[src/rtl/mem_pkg.sv]
// Shared types and constants for the memory-access stage: access-size encodings,
// FSM state enum and small legality/alignment helpers.
package mem_pkg;

  localparam int XLEN = 32;

  localparam logic [2:0] F3_B  = 3'b000;
  localparam logic [2:0] F3_H  = 3'b001;
  localparam logic [2:0] F3_W  = 3'b010;
  localparam logic [2:0] F3_BU = 3'b100;
  localparam logic [2:0] F3_HU = 3'b101;

  typedef enum logic [1:0] {
    IDLE = 2'd0,
    REQ  = 2'd1,
    WAIT = 2'd2,
    RESP = 2'd3
  } mem_state_e;

  // Unsigned variants only exist for loads.
  function automatic logic f3_legal(input logic [2:0] funct3, input logic is_store);
    logic ok;
    case (funct3)
      F3_B, F3_H, F3_W: ok = 1'b1;
      F3_BU, F3_HU:     ok = !is_store;
      default:          ok = 1'b0;
    endcase
    return ok;
  endfunction

  function automatic logic addr_aligned(input logic [2:0] funct3, input logic [1:0] lane);
    logic ok;
    case (funct3[1:0])
      2'b01:   ok = !lane[0];
      2'b10:   ok = (lane == 2'b00);
      default: ok = 1'b1;
    endcase
    return ok;
  endfunction

endpackage

[src/rtl/load_formatter.sv]
// Combinational load-data formatter: picks the byte/half at the given lane of a
// read word and sign- or zero-extends it according to funct3.
module load_formatter
  import mem_pkg::*;
(
  input  logic [XLEN-1:0] i_rdata,
  input  logic [1:0]      i_lane,
  input  logic [2:0]      i_funct3,
  output logic [XLEN-1:0] o_data
);

  logic [7:0]  w_byte;
  logic [15:0] w_half;

  always_comb begin
    w_byte = i_rdata[7:0];
    case (i_lane)
      2'd1:    w_byte = i_rdata[15:8];
      2'd2:    w_byte = i_rdata[23:16];
      2'd3:    w_byte = i_rdata[31:24];
      default: w_byte = i_rdata[7:0];
    endcase
  end

  assign w_half = i_lane[1] ? i_rdata[31:16] : i_rdata[15:0];

  always_comb begin
    o_data = i_rdata;
    case (i_funct3)
      F3_B:    o_data = {{24{w_byte[7]}}, w_byte};
      F3_BU:   o_data = {24'd0, w_byte};
      F3_H:    o_data = {{16{w_half[15]}}, w_half};
      F3_HU:   o_data = {16'd0, w_half};
      F3_W:    o_data = i_rdata;
      default: o_data = i_rdata;
    endcase
  end

endmodule

[src/rtl/mem_access_unit.sv]
// Memory stage: data-memory request/response handshake with pipeline stall, load
// formatting and store strobes. Optional WAIT watchdog enabled by MEM_TIMEOUT_EN.
module mem_access_unit
  import mem_pkg::*;
#(
  parameter int XLEN           = 32,
  parameter int TIMEOUT_CYCLES = 64
) (
  input  logic            clk,
  input  logic            rst,
  input  logic            in_valid,
  input  logic [XLEN-1:0] in_pc,
  input  logic [XLEN-1:0] in_alu_out,
  input  logic [XLEN-1:0] in_rs2_data,
  input  logic [2:0]      in_funct3,
  input  logic            in_mem_rd,
  input  logic            in_mem_wr,
  output logic            stall,
  output logic [XLEN-1:0] out_pc,
  output logic [XLEN-1:0] out_alu_out,
  output logic [XLEN-1:0] out_ld_data,
  output logic            out_mem_fault,
  output logic            out_bus_err,
  output logic            dmem_req,
  input  logic            dmem_ready,
  output logic            dmem_we,
  output logic [XLEN-1:0] dmem_addr,
  output logic [3:0]      dmem_wstrb,
  output logic [XLEN-1:0] dmem_wdata,
  input  logic            dmem_rvalid,
  input  logic [XLEN-1:0] dmem_rdata
);

  mem_state_e      r_state;
  mem_state_e      w_state_nxt;
  logic [XLEN-1:0] r_ld_data;
  logic [1:0]      w_lane;
  logic            w_legal;
  logic            w_aligned;
  logic            w_mem_op;
  logic            w_fault;
  logic            w_req;
  logic            w_timeout;
  logic [XLEN-1:0] w_fmt;
  logic [3:0]      w_wstrb;
  logic [XLEN-1:0] w_wdata;

  assign out_pc      = in_pc;
  assign out_alu_out = in_alu_out;
  assign out_ld_data = r_ld_data;

  assign w_lane    = in_alu_out[1:0];
  assign w_legal   = f3_legal(in_funct3, in_mem_wr);
  assign w_aligned = addr_aligned(in_funct3, w_lane);
  assign w_mem_op  = in_valid & (in_mem_rd ^ in_mem_wr) & w_legal & w_aligned;
  assign w_fault   = in_valid & (in_mem_rd | in_mem_wr) & ~w_mem_op;

  load_formatter u_load_formatter (
    .i_rdata  (dmem_rdata),
    .i_lane   (w_lane),
    .i_funct3 (in_funct3),
    .o_data   (w_fmt)
  );

`ifdef MEM_TIMEOUT_EN
  localparam int CNT_W = (TIMEOUT_CYCLES > 255) ? $clog2(TIMEOUT_CYCLES + 1) : 8;

  logic [CNT_W-1:0] r_cnt;
  logic             r_bus_err;

  // A response arriving on the terminal cycle still wins over the abort.
  assign w_timeout = ((r_state == REQ) || (r_state == WAIT))
                   && (r_cnt == CNT_W'(TIMEOUT_CYCLES - 1))
                   && !((r_state == WAIT) && dmem_rvalid);

  always_ff @(posedge clk) begin
    if (rst) begin
      r_cnt <= '0;
    end else if (r_state == IDLE) begin
      r_cnt <= '0;
    end else if ((r_state == REQ) || (r_state == WAIT)) begin
      r_cnt <= r_cnt + 1'b1;
    end
  end

  always_ff @(posedge clk) begin
    if (rst) begin
      r_bus_err <= 1'b0;
    end else begin
      r_bus_err <= w_timeout;
    end
  end

  assign out_bus_err = r_bus_err;
`else
  logic w_unused_timeout;

  assign w_timeout        = 1'b0;
  assign out_bus_err      = 1'b0;
  assign w_unused_timeout = (TIMEOUT_CYCLES != 0);
`endif

  always_comb begin
    w_state_nxt = r_state;
    stall       = 1'b0;
    w_req       = 1'b0;
    case (r_state)
      IDLE: begin
        stall = w_mem_op;
        if (w_mem_op) w_state_nxt = REQ;
      end
      REQ: begin
        stall = 1'b1;
        w_req = 1'b1;
        if (dmem_ready) w_state_nxt = WAIT;
      end
      WAIT: begin
        stall = 1'b1;
        if (dmem_rvalid) w_state_nxt = RESP;
      end
      RESP: begin
        w_state_nxt = IDLE;
      end
      default: w_state_nxt = IDLE;
    endcase
    if (w_timeout) w_state_nxt = RESP;
  end

  always_ff @(posedge clk) begin
    if (rst) begin
      r_state <= IDLE;
    end else begin
      r_state <= w_state_nxt;
    end
  end

  // Non-load instructions clear the stale value so MEM/WB never sees old data.
  always_ff @(posedge clk) begin
    if (rst) begin
      r_ld_data <= '0;
    end else if (w_timeout) begin
      r_ld_data <= '0;
    end else begin
      case (r_state)
        IDLE: if (!(w_mem_op && in_mem_rd)) r_ld_data <= '0;
        WAIT: if (dmem_rvalid) r_ld_data <= in_mem_rd ? w_fmt : '0;
        default: r_ld_data <= r_ld_data;
      endcase
    end
  end

  always_comb begin
    w_wstrb = 4'h0;
    w_wdata = '0;
    if (in_mem_wr) begin
      case (in_funct3[1:0])
        2'b00: begin
          w_wstrb = 4'b0001 << w_lane;
          w_wdata = {4{in_rs2_data[7:0]}};
        end
        2'b01: begin
          w_wstrb = 4'b0011 << w_lane;
          w_wdata = {2{in_rs2_data[15:0]}};
        end
        default: begin
          w_wstrb = 4'hF;
          w_wdata = in_rs2_data;
        end
      endcase
    end
  end

  // Request drops in the same cycle reset is seen, not one cycle later.
  assign dmem_req      = w_req & ~rst;
  assign dmem_we       = w_req & in_mem_wr;
  assign dmem_addr     = w_req ? {in_alu_out[XLEN-1:2], 2'b00} : '0;
  assign dmem_wstrb    = w_req ? w_wstrb : 4'h0;
  assign dmem_wdata    = w_req ? w_wdata : '0;
  assign out_mem_fault = (r_state == IDLE) & w_fault;

endmodule

[config.mk]
export PLATFORM = sky130hd
export DESIGN_NAME = mem_access_unit
export DESIGN_NICKNAME = d
export VERILOG_FILES = /design/src/rtl/mem_pkg.sv /design/src/rtl/load_formatter.sv /design/src/rtl/mem_access_unit.sv
export SDC_FILE = /design/constraint.sdc
export NUM_CORES = 1
export LEC_CHECK = 0
export CORE_AREA = 2 2 120 122
export CTS_CLUSTER_SIZE = 16
export DETAILED_ROUTE_END_ITERATION = 10
export DIE_AREA = 0 0 122 124
export DONT_BUFFER_PORTS = 1
export SETUP_SLACK_MARGIN = 0.5
export SLEW_MARGIN = 20
export SYNTH_ARGS = -nofsm -noshare
export SYNTH_HDL_FRONTEND = slang
export SYNTH_SLANG_ARGS = --single-unit
[constraint.sdc]
create_clock -name clk -period 3 [get_ports clk]
set_input_delay 0.45 -clock clk [delete_from_list [all_inputs] [get_ports clk]]
set_output_delay 0.45 -clock clk [all_outputs]
set_load 0.02 [all_outputs]
==> results of run 1 <==
layer usage:
metal | GRT usage, % | wire length (um) | vias up
li1 | - | - | 1340
met1 | 16.06 | 4393 | 1378
met2 | 21.79 | 5231 | 146
met3 | 8.562 | 1730 | 18
met4 | 3.736 | 99 | 0
met5 | 0 | 0 | -
synthesized netlist by cell type, types with 8 or more instances:
cell | n | share of area, %
o31ai_2 | 9 | 3.4
mux2i_1 | 25 | 7.5
o211ai_1 | 8 | 1.8
o221ai_1 | 15 | 3.9
a21oi_1 | 23 | 3.4
inv_1 | 8 | 0.90
clkbuf_1 | 21 | 2.4
nor2_1 | 35 | 3.9
o21ai_1 | 15 | 2.2
ha_1 | 10 | 3.7
dfxtp_1 | 34 | 20
buf_4 | 71 | 16
nand3b_1 | 34 | 7.6
a31oi_1 | 11 | 2.1
nand2_1 | 36 | 4.0
and2_1 | 30 | 5.6
and3_1 | 8 | 1.5
critical path, stage by stage:
cell and delay [ps]:
inv_1 80, ha_2 420, o311ai_1 170, a21oi_1 300, a31oi_1 140, nor2_1 130, buf_4 160
logic make-up after synthesis:
group	synth area share (%)
other cells	0.1124
compound gates	20.25
simple gates	26.17
mux	7.499
flops	20.40
fa+ha+maj	3.750
buf+inv	21.82
power by group through the flow:
stage               clock network, W  registers (W)  logic, W
detailed placement                 0       0.000518   0.00118
finish                      0.000605       0.000508   0.00118
global route                0.000638       0.000511   0.00127
floorplan                          0       0.000510   0.00116
global placement                   0       0.000517   0.00117
CTS                         0.000618       0.000508   0.00118
state kept, by name, summed over array words and instances (netlist names):
name,flops
r_state,2
out_ld_data,32
metrics by stage:
stage          instances  hold WS, ps
3_5_place_dp         555        533.2
6_report             562        248.8
4_1_cts              562        240.3
2_1_floorplan        439        517.7
3_3_place_gp         555        528.8
5_1_grt              562        241.6
worst min path at each step:
| stage | to | slack [ps] | cells after the start |
|---|---|---|---|
| global route | r_state[1]$_SDFFE_PP0P_ | 240 | 1 |
| global placement | r_state[1]$_SDFFE_PP0P_ | 530 | 1 |
| floorplan | r_state[1]$_SDFFE_PP0P_ | 520 | 2 |
| CTS | r_state[1]$_SDFFE_PP0P_ | 240 | 1 |
| finish | r_state[1]$_SDFFE_PP0P_ | 250 | 1 |
| detailed placement | r_state[1]$_SDFFE_PP0P_ | 530 | 1 |
area by class of cell:
| cell class | instances | area share, % |
|---|---|---|
| Inverter | 8 | 0.8959 |
| Clock inverter | 1 | 0.8959 |
| Timing Repair Buffer | 38 | 8.884 |
| Multi-Input combinational cell | 295 | 58.16 |
| Clock buffer | 6 | 4.143 |
| Sequential cell | 34 | 20.31 |
| Tap cell | 180 | 6.719 |
timing repair:
item | CTS | global route
resized for setup | 1 | 1
cloned | 0 | 0
buffers inserted | 0 | 0
endpoints found under the setup margin | 1 | 12
hold endpoints to repair | 0 | 0
==> impl_metrics.yaml, run 1 <==
synthesis:
  synth_edf_count: 0
  synth_area_per_cell_sq_um: 7.636
  synth_seq_cells: 34
  synth_area_sq_um: 3337
  synthCells: 437
  ys.flop_type: "dfxtp_1"
  synth_async_sr_flop_share_pct: 0
  seq_area_frac_synth_pct: 20.40
  synth.distinct_cells: 37
  yosys_warnings: 0
worst_setup_path:
  reg2reg_depth: 7
  crit_path_start_kind: "primary input"
  cp_data_arrival_time_ps: 1860
  crit_required_ps: 2550
  worstReg2RegStart: "r_state[0]$_SDFFE_PP0P_"
  crit_type: "primary input to output pin"
  crit_path_start: "in_funct3[0]"
  crit_fanout: 16
  cp-end-kind: "output pin"
  rrSetupSlack_ps: 1080
  rr_endpoint: "out_ld_data[31]$_SDFFE_PP0P_"
  endpoint: "stall"
die:
  initial_utilization_pct: 24.32
  die_y_um: 124
  die_area_sq_um: 15130
  design.core.area_sq_um: 13720
  ios: 307
  die_w_um: 122
  row_count: 43
power_and_ir_drop:
  finalPower_w: 0.002292
  seqPwrFrac_pct: 22.2
  peakVddDrop_mv: 0.3907
  p_sw_share_pct: 45.83
  p_switching_w: 0.001050
  cellLeakagePower_nw: 1.345
  power_frac_comb_pct: 51.4
  p_int_w: 0.001241
  p_per_area_nw_per_um2: 683.8
  power.share.clock_pct: 26.4
sta:
  hold_violations: 0
  layout_min_cycle_time_ps: 2310
  period_share_pct: 76.99
  maxSlewViolCount: 0
  fin_setup_tns_ps: 0
  worst_pin_slew_ps: 611.2
  fin_skew_ps: 5.788
  rsz0062_at_grt: "false"
  slew_headroom_pct: 59.25
  setup_slack_ps: 690.4
  fmax_mhz: 433.0
  setup_viol: 0
outcome:
  status: "completed"
run:
  cap_violations: 0
hold_path:
  worst_hold_path_type: "primary input to flop"
  hold_start: "rst"
placement:
  dp_hpwl_um: 9059
  port_buffers: 0
  globalplace.congestion: 0.8834
  post-place-ws_ps: 398.2
  dpl_cell_area_sq_um: 3178
cts:
  clk_latency_ps: 280
  htreeDepth: 2
  ctsHoldBuffers: 0
  cts_root_buf: "clkbuf_16"
  clk_pin_slew_ps: 50
  clockBufferDepth: 2
  clock_sinks: 34
  cts_buffers: 5
  cts_tree: "yes"
cells_and_area:
  nets: 530
  final-seq-area_sq_um: 680.7
  final_common_cell: "buf_4"
  fin_util_pct: 24.43
  multi_input_area_sq_um: 1949
  nFillCells: 1531
  final_cell_mix: "37 x buf_4, 36 x nand2_1, 34 x nor2_1, 34 x nand3b_1, 34 x dfxtp_1"
  drive_gt1_share_pct: 16.23
  diodes: 0
  area_growth_pct: 0.4498
  fin_area_sq_um: 3352
global_route:
  antenna_found_initial: 0
  grt_start_max_net_pins: 65
  grt_pass1_vias: 2718
  grt_pass1_wl_um: 16100
  grt_use_total_pct: 13.96
  overflow: 0
routing:
  antenna_left: 0
  dr.pass1.iters: 4
  vias: 2882
  wl_per_cell_um: 20.38
  routed_via_density: 5.128
  drcViolationCount: 0
  drt_wl_total_um: 11450
  drtIter0Drc: 146
(Power assumes the default switching activity.)
==> run 2, diff against run 1 <==
==> constraint.sdc (replaced) <==
create_clock -name clk -period 2 [get_ports clk]
set_input_delay 0.3 -clock clk [delete_from_list [all_inputs] [get_ports clk]]
set_output_delay 0.3 -clock clk [all_outputs]
set_load 0.02 [all_outputs]
==> run 2 against run 1 <==
  * Largest cell class unchanged
  * Worst setup slack got worse by 420 ps
  * Critical endpoint is now dmem_wdata[25]
  * Routed wire length rose by 12%
  * Largest power group unchanged
  * Non-clock buffer count down 1
==> impl_metrics.yaml, run 2 (synthesis results as in run 1) <==
cells_and_area:
  final_common_cell: "nand3b_1"
  final_cell_mix: "34 x nand3b_1, 32 x dfxtp_1, 26 x nand2_1, 25 x mux2i_1, 24 x nor2_1"
  drive_gt1_share_pct: 43.57
  nets: 529
  stdcell_count: 562
  area_growth_pct: 25.57
  fin_area_sq_um: 4190
  largest_reg_flops: 32
power_and_ir_drop:
  seqPwrFrac_pct: 17.0
  peakVddDrop_mv: 0.5527
  p_per_area_nw_per_um2: 1089
  cellLeakagePower_nw: 1.448
  p_sw_share_pct: 44.45
  power_frac_comb_pct: 67.2
  p_switching_w: 0.002028
  power.share.clock_pct: 15.8
  p_int_w: 0.002534
global_route:
  grt_start_max_net_pins: 41
  antenna_found_initial: 1
  grt_use_total_pct: 15.43
  grt_pass1_wl_um: 17580
  grt_pass1_vias: 2998
  overflow: 0
die:
  ios: 307
  die_y_um: 124
  row_count: 43
  design.core.area_sq_um: 13720
  initial_utilization_pct: 24.32
  die_w_um: 122
  die_area_sq_um: 15130
worst_setup_path:
  critPathBufInv: 3
  crit_path_start_kind: "flop"
  path_depth: 6
  rrSetupSlack_ps: 290
  path_cells: "inv_4 > ha_4 > nand2_8 > buf_12 > a31oi_4 > buf_6"
  cp_data_arrival_time_ps: 1430
  crit_path_start: "r_state[1]$_SDFFE_PP0P_"
  crit_fanout: 7
  rr_endpoint: "out_ld_data[18]$_SDFFE_PP0P_"
  endpoint: "dmem_wdata[25]"
  crit_required_ps: 1700
  cp_top_family: "buffers and inverters"
  slowest_stage: "dfxtp_2"
  crit_type: "flop to output pin"
  worstReg2RegStart: "r_state[1]$_SDFFE_PP0P_"
  reg2reg_depth: 9
  cp-end-kind: "output pin"
  slowest_delay_ps: 330
sta:
  layout_min_cycle_time_ps: 1733
  period_share_pct: 86.65
  setup_viol: 0
  hold_violations: 0
  rsz0062_at_grt: "true"
  fin_setup_tns_ps: 0
  maxSlewViolCount: 0
  fmax_mhz: 577.0
  fin_skew_ps: 4.379
routing:
  dr.pass1.iters: 4
  routed_via_density: 5.404
  drtIter0Drc: 97
  antenna_left: 0
  drt_wl_total_um: 12850
  wl_per_cell_um: 22.86
  vias: 3037
  drcViolationCount: 0
hold_path:
  worst_hold_path_type: "primary input to flop"
  hold_start: "rst"
cts:
  clock_sinks: 34
  cts_root_buf: "clkbuf_16"
  cts_tree: "yes"
  clk_latency_ps: 270
  ctsHoldBuffers: 0
  htreeDepth: 2
  clockBufferDepth: 2
  clk_pin_slew_ps: 50
  cts_buffers: 5
placement:
  dp.cells: 541
  dpl_cell_area_sq_um: 3475
  dp_hpwl_um: 9435
  globalplace.congestion: 0.8294
  port_buffers: 0
outcome:
  status: "completed"
run:
  cap_violations: 0
## run 2: cell count changes in the layout (fill, tap and decap cells not counted), moves of 11 or more
cell	previous run	this run
and2_1	30	0
and2_4	0	19
buf_4	37	18
a21oi_1	23	9
a21oi_4	0	12
and2_2	0	11
## run 2: final cells by class
type	count	area, sq um
Sequential cell	34	685.7
Clock buffer	7	132.6
Fill cell	1425	9529
Tap cell	180	225.2
Inverter	8	47.55
Timing Repair Buffer	37	480.5
Multi-Input combinational cell	295	2616
Antenna cell	1	2.502
## run 2: per-layer routing
metal | part of all wire [%] | track usage, % | up-vias
met5 | 0 | 0 | -
met4 | 2.2 | 5.316 | 0
met3 | 11 | 5.952 | 19
met2 | 53 | 29.36 | 208
met1 | 33 | 15.24 | 1469
li1 | - | - | 1341
## run 2: power by group through the flow
stage / Clock, W / Combinational (W) / Sequential [W]
global route: 0.000769 / 0.00322 / 0.000779
detailed placement: 0 / 0.00194 / 0.000776
floorplan: 0 / 0.00201 / 0.000767
finish: 0.000723 / 0.00307 / 0.000773
CTS: 0.000747 / 0.00264 / 0.000774
global placement: 0 / 0.00191 / 0.000774
## run 2: worst reg2reg max path, cell delays in order, from the launching register on
cell and delay, ps:
dfxtp_2 330, buf_4 140, ha_4 170, nor2b_4 130, nor2_1 90, a21bo_4 310
buf_12 150, buf_16 130, nand3b_1 90, o31ai_2 70
## run 2: how the worst min path moves through the flow
stage / endpoint / slack (ps) / depth (start not counted)
2_1_floorplan: out_ld_data[2]$_SDFFE_PP0P_ / 480 / 2
3_3_place_gp: r_state[1]$_SDFFE_PP0P_ / 370 / 1
3_5_place_dp: r_state[1]$_SDFFE_PP0P_ / 380 / 1
4_1_cts: r_state[0]$_SDFFE_PP0P_ / 80 / 1
5_1_grt: r_state[0]$_SDFFE_PP0P_ / 70 / 1
6_report: r_state[0]$_SDFFE_PP0P_ / 90 / 1
## run 2: repair_timing
item / in CTS / in global routing
setup buffers: 3 / 4
pin swaps: 11 / 11
endpoints found under the setup margin: 104 / 104
cloned: 4 / 2
gates resized for setup: 91 / 21
hold endpoints to repair: 0 / 0
## run 2: metrics by stage
stage	power (W)	setup slack [ps]	hold WS (ps)	utilization, %
2_1_floorplan	0.002772	203.5	476.9	-
6_report	0.004562	267.0	90.98	30.54
3_3_place_gp	0.002683	170.7	371.5	25.33
5_1_grt	0.004772	205.8	71.78	30.54
4_1_cts	0.004159	255.6	77.67	29.25
3_5_place_dp	0.002721	116.2	375.1	25.33
==> run 3, diff against run 2 <==
--- a/config.mk
+++ b/config.mk
@@ -5,6 +5,7 @@
 export SDC_FILE = /design/constraint.sdc
 export NUM_CORES = 1
 export LEC_CHECK = 0
+export CAP_MARGIN = 10
 export CORE_AREA = 2 2 120 122
 export CTS_CLUSTER_SIZE = 16
 export DETAILED_ROUTE_END_ITERATION = 10
==> results of run 3 <==
Same layout as run 2: the final DEF is identical, and so are final timing and power.
